$ cat config.mk
export PLATFORM = sky130hd
export DESIGN_NAME = collision_pair_scheduler
export DESIGN_NICKNAME = d
export VERILOG_FILES = /design/src/rtl/physics_pkg.sv /design/src/rtl/pair_iterator.sv /design/src/rtl/collision_pair_scheduler.sv
export SDC_FILE = /design/constraint.sdc
export NUM_CORES = 1
export LEC_CHECK = 0
export CAP_MARGIN = 5
export CORE_AREA = 5 5 277 279
export DETAILED_ROUTE_END_ITERATION = 12
export DIE_AREA = 0 0 282 284
export PLACE_DENSITY = 0.56
export SYNTH_ARGS = -nofsm -noshare
export SYNTH_HDL_FRONTEND = slang
export SYNTH_HIERARCHICAL = 1
export SYNTH_SLANG_ARGS = --single-unit
$ cat constraint.sdc
create_clock -name Clk -period 3.4 [get_ports Clk]
set_input_delay 0.68 -clock Clk [delete_from_list [all_inputs] [get_ports Clk]]
set_output_delay 0.68 -clock Clk [all_outputs]
set_load 0.1 [all_outputs]
$ cat src/rtl/physics_pkg.sv
// Shared record layouts and scheduler state encoding for the collision pipeline.
package physics_pkg;

  localparam int unsigned POS_W     = 22;
  localparam int unsigned HALF_W    = 22;
  localparam int unsigned AXIS_W    = 16;
  localparam int unsigned NORMAL_W  = 16;
  localparam int unsigned LOC_W     = 22;
  localparam int unsigned PEN_W     = 24;
  localparam int unsigned OBB_PAD_W = 8;

  // Oriented bounding box: centre, half extents and the two unit axes.
  // The top byte pads the record to a 160-bit RAM word.
  typedef struct packed {
    logic [OBB_PAD_W-1:0] rsvd;
    logic [POS_W-1:0]     pos_x;
    logic [POS_W-1:0]     pos_y;
    logic [HALF_W-1:0]    half_width;
    logic [HALF_W-1:0]    half_height;
    logic [AXIS_W-1:0]    u_x;
    logic [AXIS_W-1:0]    u_y;
    logic [AXIS_W-1:0]    v_x;
    logic [AXIS_W-1:0]    v_y;
  } obb_t;

  // Contact produced by the detector for one colliding pair.
  typedef struct packed {
    logic [NORMAL_W-1:0] normal_x;
    logic [NORMAL_W-1:0] normal_y;
    logic [LOC_W-1:0]    loc_x;
    logic [LOC_W-1:0]    loc_y;
    logic [PEN_W-1:0]    penetration;
  } contact_t;

  localparam int unsigned OBB_BITS     = $bits(obb_t);
  localparam int unsigned CONTACT_BITS = $bits(contact_t);

  typedef enum logic [2:0] {
    ST_IDLE,
    ST_RD_A,
    ST_CAP_A,
    ST_RD_B,
    ST_CAP_B,
    ST_EVAL,
    ST_EMIT,
    ST_DONE
  } sched_state_t;

endpackage

$ cat src/rtl/pair_iterator.sv
// Walks the (i,j) body pairs in lexicographic order; one extra bit keeps end checks from wrapping.
module pair_iterator #(
  parameter int unsigned NUM_BODIES = 8,
  parameter int unsigned CNT_W      = $clog2(NUM_BODIES) + 1
) (
  input  logic             Clk,
  input  logic             Reset_n,
  input  logic             init,
  input  logic             advance,
  output logic [CNT_W-1:0] i,
  output logic [CNT_W-1:0] j,
  output logic [CNT_W-1:0] i_nxt_c,
  output logic [CNT_W-1:0] j_nxt_c,
  output logic             i_last_c,
  output logic             j_last_c
);

  // End-of-row / end-of-pass flags and the index values after this cycle
  always_comb begin
    j_last_c = (j >= CNT_W'(NUM_BODIES - 1));
    i_last_c = (i >= CNT_W'(NUM_BODIES - 2));
    i_nxt_c  = i;
    j_nxt_c  = j;
    if (init) begin
      i_nxt_c = '0;
      j_nxt_c = CNT_W'(1);
    end else if (advance) begin
      if (!j_last_c) begin
        j_nxt_c = j + CNT_W'(1);
      end else if (!i_last_c) begin
        i_nxt_c = i + CNT_W'(1);
        j_nxt_c = i + CNT_W'(2);
      end
    end
  end

  // Index registers
  always_ff @(posedge Clk or negedge Reset_n) begin
    if (!Reset_n) begin
      i <= '0;
      j <= '0;
    end else begin
      i <= i_nxt_c;
      j <= j_nxt_c;
    end
  end

endmodule

$ cat src/rtl/collision_pair_scheduler.sv
// Sequences every body pair from RAM into the OBB detector and streams out real contacts.
module collision_pair_scheduler
  import physics_pkg::*;
#(
  parameter int unsigned NUM_BODIES = 8,
  parameter int unsigned IDX_W      = $clog2(NUM_BODIES),
  parameter int unsigned OBB_W      = OBB_BITS,
  parameter int unsigned CONTACT_W  = CONTACT_BITS
) (
  input  logic                  Clk,
  input  logic                  Reset_n,
  input  logic                  start,
  input  logic [NUM_BODIES-1:0] active_mask,
  output logic                  busy,
  output logic                  done,
  output logic                  body_rd_en,
  output logic [IDX_W-1:0]      body_rd_addr,
  input  logic [OBB_W-1:0]      body_rd_data,
  output logic [OBB_W-1:0]      obb1_o,
  output logic [OBB_W-1:0]      obb2_o,
  input  logic                  det_is_collision,
  input  logic [CONTACT_W-1:0]  det_contact,
  output logic                  contact_valid,
  input  logic                  contact_ready,
  output logic [CONTACT_W-1:0]  contact_data,
  output logic [IDX_W-1:0]      contact_idx_a,
  output logic [IDX_W-1:0]      contact_idx_b,
  output logic [15:0]           contact_count
);

  localparam int unsigned CNT_W = IDX_W + 1;

  if (NUM_BODIES < 2) begin : g_chk_bodies
    $error("collision_pair_scheduler: NUM_BODIES must be at least 2");
  end
  if (OBB_W != OBB_BITS || CONTACT_W != CONTACT_BITS) begin : g_chk_widths
    $error("collision_pair_scheduler: OBB_W/CONTACT_W must match physics_pkg records");
  end

  sched_state_t          state;
  sched_state_t          state_nxt;
  sched_state_t          adv_state;
  logic [NUM_BODIES-1:0] mask_q;
  contact_t              contact_q;
  logic [CNT_W-1:0]      i;
  logic [CNT_W-1:0]      j;
  logic [CNT_W-1:0]      i_nxt;
  logic [CNT_W-1:0]      j_nxt;
  logic                  i_last;
  logic                  j_last;
  logic                  it_init;
  logic                  it_adv;
  logic                  cap_hit;
  logic                  cnt_clr;
  logic                  cnt_inc;
  logic                  hit;

  pair_iterator #(
    .NUM_BODIES(NUM_BODIES),
    .CNT_W     (CNT_W)
  ) u_iter (
    .Clk     (Clk),
    .Reset_n (Reset_n),
    .init    (it_init),
    .advance (it_adv),
    .i       (i),
    .j       (j),
    .i_nxt_c (i_nxt),
    .j_nxt_c (j_nxt),
    .i_last_c(i_last),
    .j_last_c(j_last)
  );

  assign hit          = det_is_collision & mask_q[IDX_W'(i)] & mask_q[IDX_W'(j)];
  assign adv_state    = !j_last ? ST_RD_B : (!i_last ? ST_RD_A : ST_DONE);
  assign contact_data = contact_q;

  // State register
  always_ff @(posedge Clk or negedge Reset_n) begin
    if (!Reset_n) begin
      state <= ST_IDLE;
    end else begin
      state <= state_nxt;
    end
  end

  // Next state and per-cycle control strobes
  always_comb begin
    state_nxt = state;
    it_init   = 1'b0;
    it_adv    = 1'b0;
    cap_hit   = 1'b0;
    cnt_clr   = 1'b0;
    cnt_inc   = 1'b0;
    case (state)
      ST_IDLE: begin
        if (start) begin
          it_init   = 1'b1;
          cnt_clr   = 1'b1;
          state_nxt = ST_RD_A;
        end
      end
      ST_RD_A:  state_nxt = ST_CAP_A;
      ST_CAP_A: state_nxt = ST_CAP_B;
      ST_RD_B:  state_nxt = ST_CAP_B;
      ST_CAP_B: state_nxt = ST_EVAL;
      ST_EVAL: begin
        if (hit) begin
          cap_hit   = 1'b1;
          state_nxt = ST_EMIT;
        end else begin
          it_adv    = 1'b1;
          state_nxt = adv_state;
        end
      end
      ST_EMIT: begin
        if (contact_ready) begin
          cnt_inc   = 1'b1;
          it_adv    = 1'b1;
          state_nxt = adv_state;
        end
      end
      ST_DONE: state_nxt = ST_IDLE;
      default: state_nxt = ST_IDLE;
    endcase
  end

  // Status, stream-valid and RAM strobes registered from the upcoming state
  always_ff @(posedge Clk or negedge Reset_n) begin
    if (!Reset_n) begin
      busy          <= 1'b0;
      done          <= 1'b0;
      body_rd_en    <= 1'b0;
      body_rd_addr  <= '0;
      contact_valid <= 1'b0;
    end else begin
      busy          <= (state_nxt != ST_IDLE);
      done          <= (state_nxt == ST_DONE);
      body_rd_en    <= (state_nxt inside {ST_RD_A, ST_CAP_A, ST_RD_B});
      contact_valid <= (state_nxt == ST_EMIT);
      if (state_nxt == ST_RD_A) begin
        body_rd_addr <= IDX_W'(i_nxt);
      end else if (state_nxt == ST_CAP_A || state_nxt == ST_RD_B) begin
        body_rd_addr <= IDX_W'(j_nxt);
      end
    end
  end

  // Body records, mask snapshot, captured contact and pass contact counter
  always_ff @(posedge Clk or negedge Reset_n) begin
    if (!Reset_n) begin
      obb1_o        <= '0;
      obb2_o        <= '0;
      mask_q        <= '0;
      contact_q     <= '0;
      contact_idx_a <= '0;
      contact_idx_b <= '0;
      contact_count <= '0;
    end else begin
      if (state == ST_CAP_A) begin
        obb1_o <= body_rd_data;
      end
      if (state == ST_CAP_B) begin
        obb2_o <= body_rd_data;
      end
      if (it_init) begin
        mask_q <= active_mask;
      end
      if (cap_hit) begin
        contact_q     <= contact_t'(det_contact);
        contact_idx_a <= IDX_W'(i);
        contact_idx_b <= IDX_W'(j);
      end
      if (cnt_clr) begin
        contact_count <= '0;
      end else if (cnt_inc) begin
        contact_count <= contact_count + 16'd1;
      end
    end
  end

endmodule
# Yosys cells after proc, flatten, opt, wreduce, memory -nomap -nowiden

Cells that the tools add are included.

Add/subtract/negate cells: 4
$mul: 0
Divide/modulo/power cells: 0
Magnitude comparators: 4
Equal/unequal tests: 14
Shift operators: 0
Muxes and demuxes: 30
Bitwise logic cells: 2
Reduce and logical (&&, ||, !) cells: 11

Operators with widths:

| kind                                                                                 | number |
|---|---|
| 16-bit 2-to-1 mux                                                                    | 2 |
| 4-bit 2-to-1 mux                                                                     | 8 |
| 3-bit 2-to-1 mux                                                                     | 7 |
| 3-bit one-hot mux with 7 select lines                                                | 1 |
| 3-bit == test (second input constant)                                                | 6 |
| 16-bit by 1-bit adder with 16-bit output (second input constant)                     | 1 |
| 3-bit by 2-bit == test with 1-bit output (second input constant)                     | 4 |
| 1-bit 2-to-1 mux                                                                     | 9 |
| 4-bit by 1-bit adder with 4-bit output (second input constant)                       | 2 |
| 4-bit by 3-bit greater-or-equal comparator with 1-bit output (second input constant) | 2 |
| 3-bit by 4-bit less-than comparator with 1-bit output (second input constant)        | 2 |
| 2-bit nonzero test                                                                   | 4 |
| 1-bit binary-select mux with 3-bit select                                            | 2 |
| 3-bit by 1-bit == test with 1-bit output (second input constant)                     | 2 |
| 3-bit nonzero test                                                                   | 2 |
| 4-bit by 2-bit adder with 4-bit output (second input constant)                       | 1 |
| 3-bit logical NOT                                                                    | 1 |
| 3-bit by 2-bit != test with 1-bit output (second input constant)                     | 1 |
| 3-bit AND reduction                                                                  | 1 |
| 1-bit AND                                                                            | 2 |
| 2-bit by 1-bit != test with 1-bit output (second input constant)                     | 1 |
| 1-bit one-hot mux with 2 select lines                                                | 1 |
| 2-bit AND reduction                                                                  | 1 |
| 2-bit OR reduction                                                                   | 1 |
| 1-bit logical OR                                                                     | 1 |

Register bits after elaboration: 468
Latch bits: 0
Memory bits (writable): 0
ROM bits: 0
Input bits: 273
Output and inout bits: 449
Word-level logic and storage cells: 86
Memories: 0

# Logic depth before layout (Yosys ltp)

Gate-level depths: netlist of run 1.

Depth in word-level cells: 10
Depth in mapped cells: 11
Gate-level depth less buffers: 11

# Modules after synthesis

Netlist of run 1, hierarchy kept.

Modules (own cells, without submodules):

| module                   | times used | cells each | area each (µm²) | sequential area each (µm²) |
|---|---|---|---|---|
| collision_pair_scheduler | 1          | 1045       | 17369.2         | 11511.0 |
| pair_iterator            | 1          | 57         | 565.5           | 200.2 |

# Least setup slack after synthesis of run 1

Ideal clock, no wire load.

Kind: input to register
Start point: input start
End point: register body_rd_addr[0]
Library setup time: 0.126 ns
Data arrival time: 2.761 ns
Data required time: 3.274 ns
Path slack: 0.513 ns
Stages: 9
Buffers on the path: 3
Cells stage by stage: nor4b_2 -> clkbuf_1 -> clkbuf_1 -> clkbuf_1 -> nor2_1 -> nand4_1 -> o21ai_1 -> and4_1 -> a221o_1

Elaborated cells on any way between the ends: 13
Classes of those cells: eq/ne (3); mux (8); reduce/logical (2)

RTL lines:

| what                          | line                            | text |
|---|---|---|
| start: declaration            | collision_pair_scheduler.sv:12  | `input logic start,` |
| 1-bit 2-to-1 mux (2 in a row) | --                              |  |
| via cnt_clr                   | collision_pair_scheduler.sv:54  | `logic cnt_clr;` |
| 4-bit 2-to-1 mux              | pair_iterator.sv:24             | `if (init) begin` |
| via i_nxt[0]                  | collision_pair_scheduler.sv:47  | `logic [CNT_W-1:0] i_nxt;` |
| 3-bit 2-to-1 mux              | collision_pair_scheduler.sv:141 | `if (state_nxt == ST_RD_A) begin` |
| end signal: assignment        | collision_pair_scheduler.sv:142 | `body_rd_addr <= IDX_W'(i_nxt);` |
| end signal: assignment        | collision_pair_scheduler.sv:144 | `body_rd_addr <= IDX_W'(j_nxt);` |
| end: declaration              | collision_pair_scheduler.sv:17  | `output logic [IDX_W-1:0] body_rd_addr,` |

The timed path passes the listed nets, and every way through them passes these cells. The select of a mux whose other input is x is not followed.
A chain may end at the register's enable or synchronous reset.

# Final worst setup path of run 1

Start point: register u_iter.i[0]
End point: register body_rd_addr[1]

Elaborated cells on any way between the ends: 29
Classes of those cells: add/sub (2); order compare (1); eq/ne (3); mux (19); bitwise (2); reduce/logical (2)

RTL lines:

| what                                      | line                            | text |
|---|---|---|
| start: declaration                        | pair_iterator.sv:10             | `output logic [CNT_W-1:0] i,` |
| start signal: assignment                  | pair_iterator.sv:43             | `i <= i_nxt_c;` |
| 1-bit binary-select mux with 3-bit select | collision_pair_scheduler.sv:74  | `assign hit = det_is_collision & mask_q[IDX_W'(i)] & mask_q[IDX_W'(j)];` |
| 1-bit 2-to-1 mux (not written as such)    | collision_pair_scheduler.sv:74  |  |
| 1-bit AND (2 in a row)                    | collision_pair_scheduler.sv:74  |  |
| 1-bit 2-to-1 mux                          | collision_pair_scheduler.sv:108 | `if (hit) begin` |
| 1-bit one-hot mux with 2 select lines     | collision_pair_scheduler.sv:95  | `case (state)` |
| via it_adv                                | collision_pair_scheduler.sv:52  | `logic it_adv;` |
| 4-bit 2-to-1 mux                          | pair_iterator.sv:27             | `end else if (advance) begin` |
| 4-bit 2-to-1 mux                          | pair_iterator.sv:24             |  |
| via i_nxt[1]                              | collision_pair_scheduler.sv:47  |  |
| 3-bit 2-to-1 mux                          | collision_pair_scheduler.sv:141 |  |

The timed path passes the listed nets, and every way through them passes these cells. The select of a mux whose other input is x is not followed.

==> metrics, run 1 <==
area grow syn2layout 51.9%; Worst Setup Start Kind flop; post-route setup slack roughly 510 ps; Detail Placement HPWL ~44000 um; asr flop ratio synth 100%; Max-cap violations 0; final net count 2131; kind of cell adding the most delay to the critical path multiplexers; remaining global-route overflow 0; initial antenna violation count 4; final hold violations 0; initial drt markers around 450; worst skew pair latency 590 ps; most used cell, CP nor3_1; crit path buf inv count 0; cell taking the most area after synthesis dfrtp_1; vias per cell 4.29; first-pass GRT wire length ~86000 um; GPL Wtd Cong between 0.8 and 0.9; R2R cell count 9; post-synthesis cell area around 18000 um^2; Setup-failing EPs final 0; crit path DAT between 3000 and 4000 ps; Die Ht 284 um; critical path peak fanout 8; sequential fraction of the synthesis area 65.3%; Setup Skew 14.6 ps; #FFs+latches synth ~470; core area about 74000 um^2; setup TNS 0 ps; CTS sink cnt 468; Routed Antenna Nets 0; maximum operating frequency 346 MHz; most common cell in the netlist dfrtp_1; CTS tree done; Initial Util 24.3%; Yosys warnings 6; wire length per cell 20.3 um; die span in x 282 um; Die ar. between 80000 and 90000 um^2; Yosys top cell area share 65.3%; largest net degree at the start of global routing 103; Post-synth EDFFs 0; synth unique cells 56; CTS clk-pin slew, worst paths 60 ps; DR pass1 iterations 4; syn_area_per_cell 16.3 um^2; CP Class flop to flop; worst slew pin tran 1000 ps; WHS ~81 ps; top_reg_cell synth dfrtp_1; proportion of layout cells with a drive suffix above 1 approximately half; Tcrit/Tclk final 85.0%; status complete, no violations; WL final ~58000 um; Slew Viols, Final 0; number of global-route vias before repair 13466; crit path cell chain mux4_1 > mux2i_2 > nor3_1 > o21bai_1 > nand2b_1 > nor3_1 > a211oi_1 > and4_1 > a221o_1; syn nets between 1000 and 1500; All-Layer GR Usage 13.8%; RSZ-0062 raised after global routing false; DRC viols 0; Crit. End Element flop; Root Buffer clkbuf_16; number of CTS-inserted buffers 53; Critical Path RT around 3900 ps; post-CTS setup buffers 0; IO Port Bufs 721; max incr delay on CP approximately 610 ps; CTS-repair resized insts 0; CTS Hold Buffers Added 0; Cells after Synth 1102; IO Pins between 700 and 800; DP Worst Slack about 530 ps; Max-slew headroom 32.9%; clock buffer depth 3; most area-consuming cells after synthesis dfrtp_1 65%, mux2_2 27%, buf_2 0.81%, mux2_1 0.63%, mux4_1 0.59%; Vias 12288; Crit path depth 9; min Tclk post-route ~2900 ps; H-tree levels 2; Hold Path Class primary input to async pin; top post-synthesis cells by count 468 x dfrtp_1, 424 x mux2_2, 29 x buf_2; critical path's slowest cell mux4_1; FP Rows 100
-- through the flow --
step,instance area (um^2),cells,utilization [%]
after global routing,27200,2863,36.8
final,27200,2864,36.8
after floorplan,17900,1102,-
after CTS,27200,2860,36.8
after global placement,25500,2767,34.5
after detailed placement,25500,2767,34.5
-- registers in the layout, indices dropped and copies added (netlist names) --
name	flops
contact_idx_a	3
body_rd_addr	3
contact_valid	1
mask_q	8
state	3
contact_count	16
done	1
obb2_o	160
u_iter/j	4
body_rd_en	1
obb1_o	160
contact_data	100
contact_idx_b	3
busy	1
u_iter/i	4
-- kinds of logic (layout without fill, tap and decap cells) --
| family | count (synthesis) | in the layout | share of synthesized area, % |
|---|---|---|---|
| AOI/OAI and AO/OA | 31 | 31 | 1.39 |
| xor gates and xnor gates | 13 | 13 | 0.635 |
| adders and majority gates | 5 | 5 | 0.349 |
| buffers and inverters | 60 | 849 | 1.56 |
| DFF | 468 | 468 | 65.3 |
| muxes | 441 | 441 | 28.0 |
| other | 0 | 4 | 0 |
| and+or+nand+nor | 84 | 84 | 2.73 |
-- layer usage --
layer / track usage (%) / vias to the layer above / wire length (um)
li1: - / 5448 / -
met2: 25.2 / 479 / 30700
met5: 0 / - / 0
met3: 4.81 / 92 / 5020
met4: 4.50 / 0 / 1820
met1: 14.8 / 6269 / 20400
-- final timing paths --
path	start	end	slack (ps)
hold reg to reg	contact_data[88]$_DFFE_PN0P_	contact_data[88]$_DFFE_PN0P_	490
setup / recovery	u_iter/i[0]$_DFF_PN0_	body_rd_addr[1]$_DFFE_PN0P_	510
min in group Clk	contact_data[88]$_DFFE_PN0P_	contact_data[88]$_DFFE_PN0P_	490
setup reg to reg	u_iter/i[0]$_DFF_PN0_	body_rd_addr[1]$_DFFE_PN0P_	510
max in group asynchronous	Reset_n	obb1_o[27]$_DFFE_PN0N_	2320
hold / removal	Reset_n	contact_data[37]$_DFFE_PN0P_	80
-- cells in the final DEF (no fill, tap or decap), drive strengths merged, types with 3 or more instances in the layout --
cell / Yosys / layout
dfrtp: 468 / 468
mux2: 434 / 434
buf: 33 / 406
clkdlybuf4s50: 0 / 343
clkbuf: 20 / 79
nor2: 23 / 23
nand2: 10 / 10
xor2: 10 / 10
inv: 7 / 10
nor3: 9 / 9
nand3: 7 / 7
nand4: 7 / 7
clkinv: 0 / 7
a21oi: 6 / 6
ha: 5 / 5
o21ai: 5 / 5
diode: 0 / 4
mux4: 4 / 4
and4: 4 / 4
nand2b: 4 / 4
xnor2: 3 / 3
a221o: 3 / 3
bufinv: 0 / 3
a31oi: 3 / 3
mux2i: 3 / 3
nor2b: 3 / 3
-- layout make-up --
cell class	count	area (um^2)
Antenna cell	4	10.0
Clock buffer	79	1510
Timing Repair Buffer	749	6610
Fill cell	7143	46700
Tap cell	969	1210
Sequential cell	468	11700
Multi-Input combinational cell	574	5970
Inverter	7	28.8
Clock inverter	14	181
Power of run 1 is not shown: default switching activity piles up to over one toggle a cycle in this logic, so the estimate is an artifact.
==> run 2: changes to the inputs <==
--- a/config.mk
+++ b/config.mk
@@ -12,5 +12,4 @@
 export PLACE_DENSITY = 0.56
 export SYNTH_ARGS = -nofsm -noshare
 export SYNTH_HDL_FRONTEND = slang
-export SYNTH_HIERARCHICAL = 1
 export SYNTH_SLANG_ARGS = --single-unit
==> run 2 against run 1 <==
Effect of this change: routed wire length grew 0.28%; synthesized area is essentially flat; largest cell class unchanged; critical path type is now flop to output pin; clock-buffer cell count shrank 2; register-to-register slack gained 180 ps; highest routed layer is now met5; worst hold slack lost 12 ps.
==> metrics, run 2 <==
number of CTS-inserted buffers 54; final std cells w/o fill 2885; CTS sink cnt 468; Routed Antenna Nets 0; Slew Viols, Final 0; post-synthesis cell area 17900 um^2; GPL Wtd Cong roughly 0.80; busiest grt layer met2; CTS Hold Buffers Added 0; vias per cell 4.24; core area 73900 um^2; Initial Util 24.3%; worst slew pin tran 1020 ps; die span in x 282 um; Tcrit/Tclk final between 80% and 90%; crit path cell chain clkdlybuf4s50_1; Hold Path Class primary input to async pin; CTS tree done; Cells after Synth 1122; commonest non-fill, non-tap cell in the layout dfrtp_1; Yosys top cell area share 65.3%; CP Class flop to output pin; post-CTS setup buffers 0; cell taking the most area after synthesis dfrtp_1; remaining global-route overflow 0; final hold violations 0; Crit. End Element output pin; Post-synth EDFFs 0; syn nets 1399; Vias 12237; most frequent cells in the layout 468 x dfrtp_1, 430 x mux2_2, 387 x buf_4, 350 x clkdlybuf4s50_1, 55 x clkbuf_16; status complete, no violations; final net count 2147; worst skew pair latency 580 ps; IO Pins between 700 and 800; Max-cap violations 0; Cell Count Post-Placement 2783; largest net degree at the start of global routing 77; wire length per cell 20.2 um; Yosys warnings 0; top_reg_cell synth dfrtp_1; Setup-failing EPs final 0; top post-synthesis cells by count 468 x dfrtp_1, 430 x mux2_2, 33 x clkbuf_1; max incr delay on CP 1150 ps; crit path DAT around 2100 ps; FP Rows 100; #FFs+latches synth 468; sequential fraction of the synthesis area 65.3%; Setup Skew ~20 ps; min Tclk post-route 2780 ps; Worst Setup Start Kind flop; WHS 68.8 ps; first-pass GRT wire length a little under 90000 um; met3 usage 5.61%; critical path peak fanout 2; H-tree levels 2; CTS clk-pin slew, worst paths 60 ps; syn_area_per_cell about 16 um^2; area grow syn2layout 52.9%; proportion of layout cells with a drive suffix above 1 48.7%; CTS-repair resized insts 0; M1 GR Usage 14.8%; asr flop ratio synth 100%; critical path's slowest cell clkdlybuf4s50_1; Root Buffer clkbuf_16; crit path buf inv count 1; Detail Placement HPWL 44000 um; synth unique cells 54; FF-to-FF setup slack 690 ps; RSZ-0062 raised after global routing false; met2 Use GR 25.3%; DR pass1 iterations 4; initial drt markers ~320; number of global-route vias before repair 13708; Core Util, Final 37.1%; maximum operating frequency 360 MHz; kind of cell adding the most delay to the critical path buffers and inverters; initial antenna violation count 5; Die Ht 284 um; IO Port Bufs 721; Max-slew headroom 31.5%; clock buffer depth 3; WL final 58200 um; Critical Path RT 2720 ps; setup TNS 0 ps; DRC viols 0; Die ar. 80100 um^2; All-Layer GR Usage 13.9%; most common cell in the netlist dfrtp_1; most area-consuming cells after synthesis dfrtp_1 65%, mux2_2 27%, clkbuf_1 0.69%, xor2_1 0.54%, nor2_1 0.50%
==> run 2: kinds of logic after synthesis <==
family	count (synthesis)	synth area share, %
fa+ha+maj	4	0.279
compound gates	41	1.65
flops	468	65.3
mux	442	27.8
simple gates	91	2.66
xor+xnor	15	0.732
buf+inv	61	1.54
==> run 2: layout make-up <==
| type | instances | area, um^2 |
|---|---|---|
| antenna | 1 | 2.50 |
| multi-input combinational | 593 | 5970 |
| timing repair buffer | 749 | 6640 |
| fill | 7067 | 46500 |
| clock inverter | 24 | 289 |
| sequential | 468 | 11700 |
| clock buffer | 77 | 1580 |
| inverter | 4 | 15.0 |
| tap | 969 | 1210 |
==> run 2: metal layers <==
layer  share of wire (%)  vias up
met3                  10       92
met2                  52      519
met1                  36     6092
met4                 2.4        6
li1                    -     5528
met5               0.067        -
==> run 2: path summary, 6_finish.rpt <==
path / depth (start not counted) / end / startpoint
worst max-delay path: 1 / obb1_o[103] / obb1_o[103]$_DFFE_PN0N_
worst min-delay path: 1 / obb2_o[22]$_DFFE_PN0P_ / Reset_n
worst max register to register: 6 / contact_data[69]$_DFFE_PN0P_ / u_iter.j[0]$_DFF_PN0_
worst min register to register: 1 / contact_data[62]$_DFFE_PN0P_ / contact_data[62]$_DFFE_PN0P_
max in group asynchronous: 2 / contact_data[89]$_DFFE_PN0P_ / Reset_n
min in group Clk: 1 / contact_data[62]$_DFFE_PN0P_ / contact_data[62]$_DFFE_PN0P_
==> run 2: stage by stage <==
stage	instance area [um^2]	setup WS (ps)
floorplan	17900	1080
global placement	25600	749
detailed placement	25600	680
CTS	27400	569
global route	27400	551
finish	27400	624
Power of run 2 is left out for the same reason.
==> run 3: changes to the inputs <==
==> constraint.sdc (replaced) <==
create_clock -name Clk -period 2.7 [get_ports Clk]
set_input_delay 0.54 -clock Clk [delete_from_list [all_inputs] [get_ports Clk]]
set_output_delay 0.54 -clock Clk [all_outputs]
set_load 0.1 [all_outputs]
==> run 3 against run 2 <==
Effect of this change: setup slack worse by 470 ps; via count up 1.4%; global-route usage up 0.097 points; worst hold slack gained 330 ps; largest cell class unchanged; highest routed layer unchanged.
==> metrics, run 3 (synthesized netlist as in run 2, its figures left out) <==
WL final 58500 um; most frequent cells in the layout 476 x buf_4, 468 x dfrtp_1, 430 x mux2_2, 271 x clkdlybuf4s50_1, 55 x clkbuf_16; Fill cells 7172; final hold violations 0; final net count 2163; Critical Path RT approximately 3200 ps; Setup-failing EPs final 0; kind of cell adding the most delay to the critical path multiplexers; Cell Count Post-Placement 2799; area grow syn2layout 53.0%; Detail Placement HPWL approximately 45000 um; final std cells w/o fill slightly below 3000; GPL Wtd Cong 0.793; initial drt markers about 320; crit path cell chain mux4_2 > mux2_2 > o211a_2 > nand2_4 > buf_12 > mux2_2; Vias 12409; Worst Setup Start Kind flop; IO Port Bufs 721; status complete, no violations; DRC viols 0; clock buffer depth 3; crit path buf inv count 1; DR pass1 iterations 4; Setup Skew 28.9 ps; CTS tree done; max incr delay on CP 520 ps; initial antenna violation count 5; WHS 400 ps; All-Layer GR Usage 14.0%; first-pass GRT wire length between 80000 and 90000 um; area of the multi-input gates 5980 um^2; Root Buffer clkbuf_16; post-CTS setup buffers 0; critical path peak fanout 58; Tcrit/Tclk final 94.2%; crit path DAT 2990 ps; Core Util, Final 37.1%; number of CTS-inserted buffers 53; IO Pins 722; Routed Antenna Nets 0; register area 11700 um^2; Reg2Reg Capture Point contact_data[54]$_DFFE_PN0P_; Max-slew headroom 68.5%; most used cell, CP mux2_2; core area 73900 um^2; R2R cell count 6; min Tclk post-route 2540 ps; Crit. End Element flop; wire length per cell around 20 um; Max-cap violations 0; critical path's slowest cell mux4_2; remaining global-route overflow 0; worst slew pin tran 467 ps; maximum operating frequency 393 MHz; number of global-route vias before repair 13721; setup TNS 0 ps; Die Ht 284 um; RSZ-0062 raised after global routing false; H-tree levels 2; CTS clk-pin slew, worst paths 60 ps; vias per cell 4.28; proportion of layout cells with a drive suffix above 1 53.3%; die span in x 282 um; FF-to-FF Start u_iter.j[0]$_DFF_PN0_; FF-to-FF setup slack roughly 160 ps; Slew Viols, Final 0; CP Class flop to flop; Hold Path Class primary input to async pin; Die ar. 80100 um^2; Initial Util between 20% and 30%; largest net degree at the start of global routing 69; FP Rows 100; commonest non-fill, non-tap cell in the layout buf_4; worst skew pair latency between 500 and 600 ps; CTS sink cnt around 470
-- run 3: repair_timing --
item                                    4_1_cts  5_1_grt
endpoints found under the setup margin        0        2
gates resized for setup                       0        1
hold buffers                                  1        0
hold endpoints to repair                     26        0
-- run 3: cell type report --
class                           count  area share, %
Sequential cell                   468           42.7
Timing Repair Buffer              766           24.2
Multi-Input combinational cell    593           21.8
Clock buffer                       81           6.07
Tap cell                          969           4.42
Clock inverter                     17          0.734
Inverter                            4         0.0547
Antenna cell                        2         0.0182
-- run 3: worst max-delay path by stage --
stage	start	endpoint	slack, ps	cells past startpoint
6_report	u_iter.j[0]$_DFF_PN0_	contact_data[54]$_DFFE_PN0P_	160	6
5_1_grt	u_iter.j[0]$_DFF_PN0_	contact_data[19]$_DFFE_PN0P_	100	6
3_3_place_gp	contact_ready	contact_count[15]$_DFFE_PN0P_	230	8
4_1_cts	u_iter.j[0]$_DFF_PN0_	contact_data[77]$_DFFE_PN0P_	150	6
3_5_place_dp	u_iter.j[0]$_DFF_PN0_	contact_data[77]$_DFFE_PN0P_	190	6
2_1_floorplan	u_iter.j[0]$_DFF_PN0_	contact_data[63]$_DFFE_PN0P_	380	8
-- run 3: through the flow --
stage                     setup WS (ps)  instance area [um^2]
after global placement              228                 25600
after CTS                           151                 27400
after detailed placement            194                 25600
after floorplan                     384                 17900
after global routing               96.5                 27400
final                               155                 27400
-- run 3: metal layers --
| metal | up-vias | global-route usage [%] | wire length [um] |
|---|---|---|---|
| met5 | - | 0 | 27 |
| met4 | 4 | 3.90 | 1390 |
| met3 | 90 | 6.01 | 6370 |
| met2 | 526 | 25.3 | 30400 |
| met1 | 6245 | 14.7 | 20300 |
| li1 | 5544 | - | - |
Power of run 3 is left out for the same reason.
==> patch (flow settings as in run 3) <==
Make the reset (`Reset_n`) synchronous in 4 clocked blocks.
--- a/src/rtl/pair_iterator.sv
+++ b/src/rtl/pair_iterator.sv
@@ -35,7 +35,7 @@
   end
 
   // Index registers
-  always_ff @(posedge Clk or negedge Reset_n) begin
+  always_ff @(posedge Clk) begin
     if (!Reset_n) begin
       i <= '0;
       j <= '0;
--- a/src/rtl/collision_pair_scheduler.sv
+++ b/src/rtl/collision_pair_scheduler.sv
@@ -76,7 +76,7 @@
   assign contact_data = contact_q;
 
   // State register
-  always_ff @(posedge Clk or negedge Reset_n) begin
+  always_ff @(posedge Clk) begin
     if (!Reset_n) begin
       state <= ST_IDLE;
     end else begin
@@ -126,7 +126,7 @@
   end
 
   // Status, stream-valid and RAM strobes registered from the upcoming state
-  always_ff @(posedge Clk or negedge Reset_n) begin
+  always_ff @(posedge Clk) begin
     if (!Reset_n) begin
       busy          <= 1'b0;
       done          <= 1'b0;
@@ -147,7 +147,7 @@
   end
 
   // Body records, mask snapshot, captured contact and pass contact counter
-  always_ff @(posedge Clk or negedge Reset_n) begin
+  always_ff @(posedge Clk) begin
     if (!Reset_n) begin
       obb1_o        <= '0;
       obb2_o        <= '0;
Check against the original RTL: differs if Reset_n is asserted again (counterexample within 4 cycles, from zero or initial values and one cycle with Reset_n low); with Reset_n held inactive, the same outputs for 4 cycles.
==> patch against run 3 <==
- first-iteration DRC count increased by 150%
- final area fell by 5.9%
- global-route usage is 2.0 points higher
- wire length rose by 17%
- critical endpoint is now body_rd_addr[2]$_SDFFE_PN0P_
- sequential cell count did not move
- die area is the same
- area after synthesis fell by 7.4%
- setup slack better by 0.19 ns
Power is left out: it rests on default switching activity, and per cell area and clock period it moved more than threefold.
==> patch: results (changes against run 3) <==
* Crit-path max FO at 9 (-84%)
* Synth Area in Adders at 0.301% (+0.022 points)
* Initial antenna violation count at 3 (-2)
* Status: finished, final reports clean
* Top cells by count, synth: nand2_1, dfxtp_1, a21oi_1
* Critical path endpoint: body_rd_addr[2]$_SDFFE_PN0P_
* Final HPWL DP at 49.7 mm (+11%)
* Final std cells w/o fill at 3800 (+31%)
* M3 GR Usage at 5.44% (-0.58 points)
* Gpl congestion at 0.827 (+4.3%)
* GRT Util Overall at 16.0% (+2.0 points)
* # fillers at 7866 (+9.7%)
* FF-to-FF setup slack at 0.35 ns (+0.19 ns)
* Worst r2r path cells at 7 (+1)
* Compound-Gate Fraction of Synth Area at 15.1% (+13 points)
* Metal-1 WL at 26.7 mm (+31%)
* Fin Hold WS at 0.451 ns (+0.0510 ns)
* Met2 WL at 33.1 mm (+8.7%)
* Hold Crit Class: flip-flop to flip-flop
* Synth Area in XOR/XNOR at 0.685% (-0.047 points)
* Routed WL at 68.2 mm (+17%)
* Crit path largest cell delay at 0.58 ns (+0.06 ns)
* DRT iter0 DRCs at 777 (+150%)
* Clock Skew at 0.0256 ns (-0.00331 ns)
* Asr flop ratio synth at 0% (-100 points)
* Nets at 3062 (+42%)
* Main synth FF type: dfxtp_1
* Met2 usage at 27.5% (+2.2 points)
* Vias in the first global route at 15800 (+15%)
* Largest net degree at the start of global routing at 109 (+58%)
* Crit. Startpoint: u_iter.j[0]$_SDFF_PN0_
* Clk_lat worst skew at 0.61 ns (+0.02 ns)
* Fraction of layout cells with a size suffix above 1 at 21.9% (-31 points)
* Met3 WL at 6.22 mm (-2.3%)
* Placed Cells at 3698 (+32%)
* Mapped Nets at 2383 (+70%)
patch: cell types whose count changed after synthesis, moves of 3 or more:
cell	before	now
buf_6	1	6
dfxtp_1	0	468
nand2_1	18	887
o21ai_0	5	9
buf_4	5	2
a21oi_1	10	452
mux2_1	5	0
mux2_2	430	1
clkbuf_1	33	128
nor2_1	24	28
dfrtp_1	468	0
nor3b_1	3	0
patch: area by class of cell:
class,count,area share (%)
tap,969,4.70
antenna,3,0.0291
timing repair buffer,777,26.2
inverter,6,0.116
multi-input combinational,1478,25.6
clock inverter,23,0.897
sequential,468,36.3
clock buffer,76,6.14
patch: stage by stage:
step	util [%]	setup WS [ns]	instance area [um2]
final	34.9	0.350	25800
after global routing	34.9	0.214	25800
after CTS	34.9	0.353	25800
after detailed placement	32.4	0.190	24000
after global placement	32.4	0.199	24000
after floorplan	-	0.330	16600
